[src/rtl/core_pkg.sv]
// core_pkg: shared command layout, opcode and FSM state types for the rasterizer.
package core_pkg;
    localparam int CMD_W     = 38;
    localparam int OP_W      = 2;
    localparam int COORD_W   = 8;
    localparam int COLOR_W   = 4;
    localparam int OP_LSB    = 36;
    localparam int X0_LSB    = 28;
    localparam int Y0_LSB    = 20;
    localparam int W_LSB     = 12;
    localparam int H_LSB     = 4;
    localparam int COLOR_LSB = 0;
    typedef enum logic [1:0] {OP_NOP = 2'b00, OP_PIXEL = 2'b01, OP_HLINE = 2'b10, OP_RECT = 2'b11} opcode_t;
    typedef enum logic [1:0] {S_IDLE, S_LOAD, S_DRAW, S_DONE} state_t;
endpackage

[src/rtl/raster_counter.sv]
// raster_counter: row-major cx/cy walk over a w x h pixel block.
module raster_counter
    import core_pkg::*;
(
    input  logic               clk,
    input  logic               n_rst,
    input  logic [COORD_W-1:0] w,
    input  logic [COORD_W-1:0] h,
    input  logic               advance,
    input  logic               clear,
    output logic [COORD_W-1:0] cx,
    output logic [COORD_W-1:0] cy,
    output logic               last
);
    logic row_end;
    assign row_end = cx == w - COORD_W'(1);
    assign last    = row_end && cy == h - COORD_W'(1);
    always_ff @(posedge clk or negedge n_rst) begin
        if (!n_rst) begin
            cx <= '0;
            cy <= '0;
        end else if (clear) begin
            cx <= '0;
            cy <= '0;
        end else if (advance) begin
            cx <= row_end ? '0 : cx + COORD_W'(1);
            cy <= row_end ? cy + COORD_W'(1) : cy;
        end
    end
endmodule

[src/rtl/core_rasterizer.sv]
// core_rasterizer: pops draw commands from a FIFO and streams their pixels
// to a framebuffer writer with valid/ready handshaking.
module core_rasterizer
    import core_pkg::*;
(
    input  logic               clk,
    input  logic               n_rst,
    input  logic               fifo_empty,
    input  logic               fifo_w_enable,
    input  logic [CMD_W-1:0]   fifo_r_data,
    output logic               fifo_r_enable,
    output logic               px_valid,
    input  logic               px_ready,
    output logic [COORD_W-1:0] px_x,
    output logic [COORD_W-1:0] px_y,
    output logic [COLOR_W-1:0] px_color,
    output logic               busy,
    output logic               done
);
    state_t              state, next;
    opcode_t             op_q, op_in;
    logic [COORD_W-1:0]  x0_q, y0_q, w_q, h_q, w_in, h_in, eff_w, eff_h, cx, cy;
    logic [COLOR_W-1:0]  color_q;
    logic                skip, last;
    assign op_in = opcode_t'(fifo_r_data[OP_LSB +: OP_W]);
    assign w_in  = fifo_r_data[W_LSB +: COORD_W];
    assign h_in  = fifo_r_data[H_LSB +: COORD_W];
    assign skip  = op_in == OP_NOP || (op_in == OP_HLINE && w_in == '0) ||
                   (op_in == OP_RECT && (w_in == '0 || h_in == '0));
    // PIXEL and HLINE reuse the 2D walk as 1x1 and wx1 blocks
    assign eff_w = op_q == OP_PIXEL ? COORD_W'(1) : w_q;
    assign eff_h = op_q == OP_RECT ? h_q : COORD_W'(1);
    raster_counter u_counter (
        .clk     (clk),
        .n_rst   (n_rst),
        .w       (eff_w),
        .h       (eff_h),
        .advance (px_valid && px_ready),
        .clear   (state != S_DRAW),
        .cx      (cx),
        .cy      (cy),
        .last    (last)
    );
    always_comb begin
        next          = state;
        fifo_r_enable = 1'b0;
        case (state)
            S_IDLE: if (n_rst && !fifo_empty && !fifo_w_enable) begin
                fifo_r_enable = 1'b1;
                next          = S_LOAD;
            end
            S_LOAD: next = skip ? S_DONE : S_DRAW;
            S_DRAW: next = (px_ready && last) ? S_DONE : S_DRAW;
            default: next = S_IDLE;
        endcase
    end
    always_ff @(posedge clk or negedge n_rst) begin
        if (!n_rst) begin
            state   <= S_IDLE;
            op_q    <= OP_NOP;
            x0_q    <= '0;
            y0_q    <= '0;
            w_q     <= '0;
            h_q     <= '0;
            color_q <= '0;
        end else begin
            state <= next;
            if (state == S_LOAD) begin
                op_q    <= op_in;
                x0_q    <= fifo_r_data[X0_LSB +: COORD_W];
                y0_q    <= fifo_r_data[Y0_LSB +: COORD_W];
                w_q     <= w_in;
                h_q     <= h_in;
                color_q <= fifo_r_data[COLOR_LSB +: COLOR_W];
            end
        end
    end
    assign px_valid = state == S_DRAW;
    assign busy     = state != S_IDLE;
    assign done     = state == S_DONE;
    assign px_x     = px_valid ? x0_q + cx : '0;
    assign px_y     = px_valid ? y0_q + cy : '0;
    assign px_color = px_valid ? color_q : '0;
endmodule

[config.mk]
export PLATFORM = sky130hd
export DESIGN_NAME = core_rasterizer
export DESIGN_NICKNAME = d
export VERILOG_FILES = /design/src/rtl/core_pkg.sv /design/src/rtl/raster_counter.sv /design/src/rtl/core_rasterizer.sv
export SDC_FILE = /design/constraint.sdc
export NUM_CORES = 1
export LEC_CHECK = 0
export ABC_CLOCK_PERIOD_IN_PS = 7100
export BUFFER_PORTS_ARGS = -buffer_cell sky130_fd_sc_hd__buf_4
export CORE_ASPECT_RATIO = 0.5
export CORE_MARGIN = 4
export CORE_UTILIZATION = 60
export CTS_CLUSTER_SIZE = 24
export DETAILED_ROUTE_END_ITERATION = 8
export PLACE_DENSITY = 0.86
export SYNTH_ARGS = -nofsm -noshare
export SYNTH_HDL_FRONTEND = slang
export SYNTH_SLANG_ARGS = --single-unit
[constraint.sdc]
create_clock -name clk -period 7.1 [get_ports clk]
set_input_delay 1.42 -clock clk [delete_from_list [all_inputs] [get_ports clk]]
set_output_delay 1.42 -clock clk [all_outputs]
set_load 0.03 [all_outputs]
==> results.md <==
- DR vias/cell: 5.89
- Worst skew pair latency: 0.29 ns
- Maximum vdd drop: 233 uV
- Worst Hold Endpoint: x0_q[5]
- Pwr/cell area: 404 nW/um2
- First-pass GRT wire length: 15500 um
- Number of synthesized flops with an enable pin: 0
- Period utilization: 0.575
- R2R Path Start: op_q[1]
- Syn. warnings: 0
- # IOs: 67
- Die span in y: 64.5 um
- Critical Path Fanout Max: 57
- Detail Route Antenna Nets: 0
- Number of port buffers: 66
- Min Tclk post-route: 4.09 ns
- FMAX: 245 MHz
- Cts bufs inserted: 5
- Syn Std Cell Area: 3830 um2
- Data arrival time of the worst path: 2.67 ns
- Layout cells sized above 1: 0.295
- Hold wc startpoint: x0_q[5]
- Initial antenna violation count: 0
- Global route overflow: 0
- Dominant synthesized flop cell: dfrtp_1
- DP HPWL: 6590 um
- Hold_buf cts: 0
- RSZ-0062 raised after global routing: false
- Post-CTS Setup Bufs: 0
- H-Tree Depth: 2
- First-pass detailed-route iteration total: 4
- Area leader, netlist: dfrtp_1
- Clock root buffer: clkbuf_16
- Worst-case clock buffer depth: 2
- Critical path startpoint category: input pin
- Worst Setup End Kind: primary output
- Reg-to-reg setup timing slack: 4.09 ns
- Status: finished clean
- Die footprint: 7810 um2
- FFs w/ async S/R, synth: 1.00
- Cell row count: 20
- Pins Over Slew Limit: 0
- Syn Inst Count: 377
- Sequential share of the synthesized area: 0.366
- Reg-to-Reg End: state[0]
- Post-synth top area share: 0.366
- Net Count, Synth: 444
- Final wirelength: 9120 um
- #FFs+latches synth: 56
- CTS tree: yes
- Diode count: 0
- Avg Synthesized Cell Area: 10.2 um2
- Worst R2R Path Depth: 10
- Worst-margin pin slew: 0.961 ns
- Leakage power: 2.14 nW
- Core area: 6130 um2
- Count of final hold-check violations: 0
- # nets final: 506
- Hold Path Depth: 1
- CTS sink count: 56
- Area contributors post-synth: dfrtp_1, mux2_2, ha_1, and2_1, xnor2_1
- Crit path kind: input pin to primary output
- Worst EP required: 5.68 ns
- Horiz. Die Dim: 121 um
- Final RePlAce weighted congestion: 0.860
- Final TNS setup: 0 ns
- Hold WS: 0.520 ns
- Number of global-route vias before repair: 3317
- Post-CTS sizing: 0
- Largest net degree at the start of global routing: 58
- Initial Utilization: 0.625
- Max Cap Viol: 0
- Worst hold path type: flip-flop to flip-flop
- Filler cell count: 434
- Clock skew: 0.00445 ns
- Layout area overhead: 18.8%
- Via count: 3108
- Gr usage total: 0.247
- 1st-iter DRT viols: 193
- Clock transition at the registers of the reported paths: 0.07 ns
- Register Area: 1400 um2
- Wire per inst: 17.3 um
- Worst relative slew slack: 0.359
- Final setup vio count: 0
- Netlist cell types: 53
- Area of the multi-input gates: 2350 um2
- Remaining routing DRC violations: 0
-- worst max path at each step --
stage	startpoint	to	slack, ns	cells past startpoint
floorplan	fifo_empty	fifo_r_enable	3.27	1
global placement	n_rst	fifo_r_enable	3.09	4
detailed placement	n_rst	fifo_r_enable	3.00	4
CTS	n_rst	fifo_r_enable	2.97	4
global route	n_rst	fifo_r_enable	2.84	4
finish	n_rst	fifo_r_enable	3.01	4
-- cell usage in the layout, fill, tap and decap left out, types with 4 or more instances in the layout --
cell and n:
a21oi_1 19, ha_1 21, nand2b_1 7, o21a_1 4, nand3_1 6, nand4_1 7
nor2_1 20, and3_1 5, mux2_2 38, nor3_1 8, nor2b_1 9, dfrtp_1 56
xor2_1 15, xnor2_1 16, clkbuf_16 5, mux2i_1 8, a21o_1 9, nor4_1 8
inv_1 7, and2_1 25, and3_2 4, nand2_1 25, o21ai_0 9, buf_4 67
-- cells in the mapped netlist, types with 3 or more instances --
cell type,instances
mux2i_1,8
o31ai_1,3
o21ai_0,9
nor2_1,20
nand3_1,6
xnor2_1,16
inv_1,7
xor2_1,15
dfrtp_1,56
ha_1,22
a21oi_1,19
buf_1,3
nand2b_1,7
and2_1,25
and3_1,5
nand2_1,25
o21a_1,4
mux2_2,38
nor2b_1,9
nor3b_1,3
and3_2,4
clkbuf_1,6
nor3_1,8
nor4_1,8
nand4_1,7
a21o_1,9
-- flip-flops by register name, summed over array words and instances, names as in the netlist --
name and count:
state 2, color_q 4, u_counter.cy 8, x0_q 8
h_q 8, op_q 2, y0_q 8, w_q 8
u_counter.cx 8
-- through the flow --
stage | power, mW | instance area, um2 | utilization | setup slack [ns] | instances
CTS | 1.84 | 4560 | 0.743 | 2.97 | 528
global placement | 1.49 | 4390 | 0.716 | 3.09 | 520
floorplan | 1.29 | 3830 | - | 3.27 | 377
global route | 1.96 | 4560 | 0.743 | 2.84 | 528
finish | 1.84 | 4560 | 0.743 | 3.01 | 528
detailed placement | 1.55 | 4390 | 0.716 | 3.00 | 520
-- worst max-delay path: stages --
cell	delay, ns
buf_4	0.55
inv_1	0.18
nor4_1	0.28
buf_4	0.21
-- cell type report --
cell class,instances,share of cell area
timing repair buffer,67,0.110
tap,88,0.0242
inverter,7,0.00577
multi-input combinational,302,0.516
sequential,56,0.308
clock inverter,2,0.00769
clock buffer,6,0.0283
-- layer usage --
metal  part of all wire  global-route usage  wire, um  vias up
li1                   -                   -         -     1473
met1               0.42               0.308      3840     1538
met2               0.51               0.445      4690       80
met3              0.047              0.0401       432       17
met4              0.018              0.0749       164        0
met5                  0                   0         0        -
-- report_power, final --
part / switching, mW / internal, mW / leakage (nW) / total (mW)
combinational: 0.538 / 0.445 / 1.36 / 0.983
sequential: 0.132 / 0.441 / 0.695 / 0.573
clock: 0.116 / 0.166 / 0.0808 / 0.283
-- logic make-up (layout without fill, tap and decap cells) --
family | count (synthesis) | after routing | synth area share
AND/OR/NAND/NOR | 143 | 143 | 0.220
AO/OA/AOI/OAI | 58 | 58 | 0.107
flip-flops | 56 | 56 | 0.366
multiplexers | 46 | 46 | 0.133
XOR/XNOR | 31 | 31 | 0.0708
adder cells (fa/ha/maj) | 24 | 24 | 0.0822
buffers and inverters | 19 | 82 | 0.0219
Power figures use the tool's default switching activity.
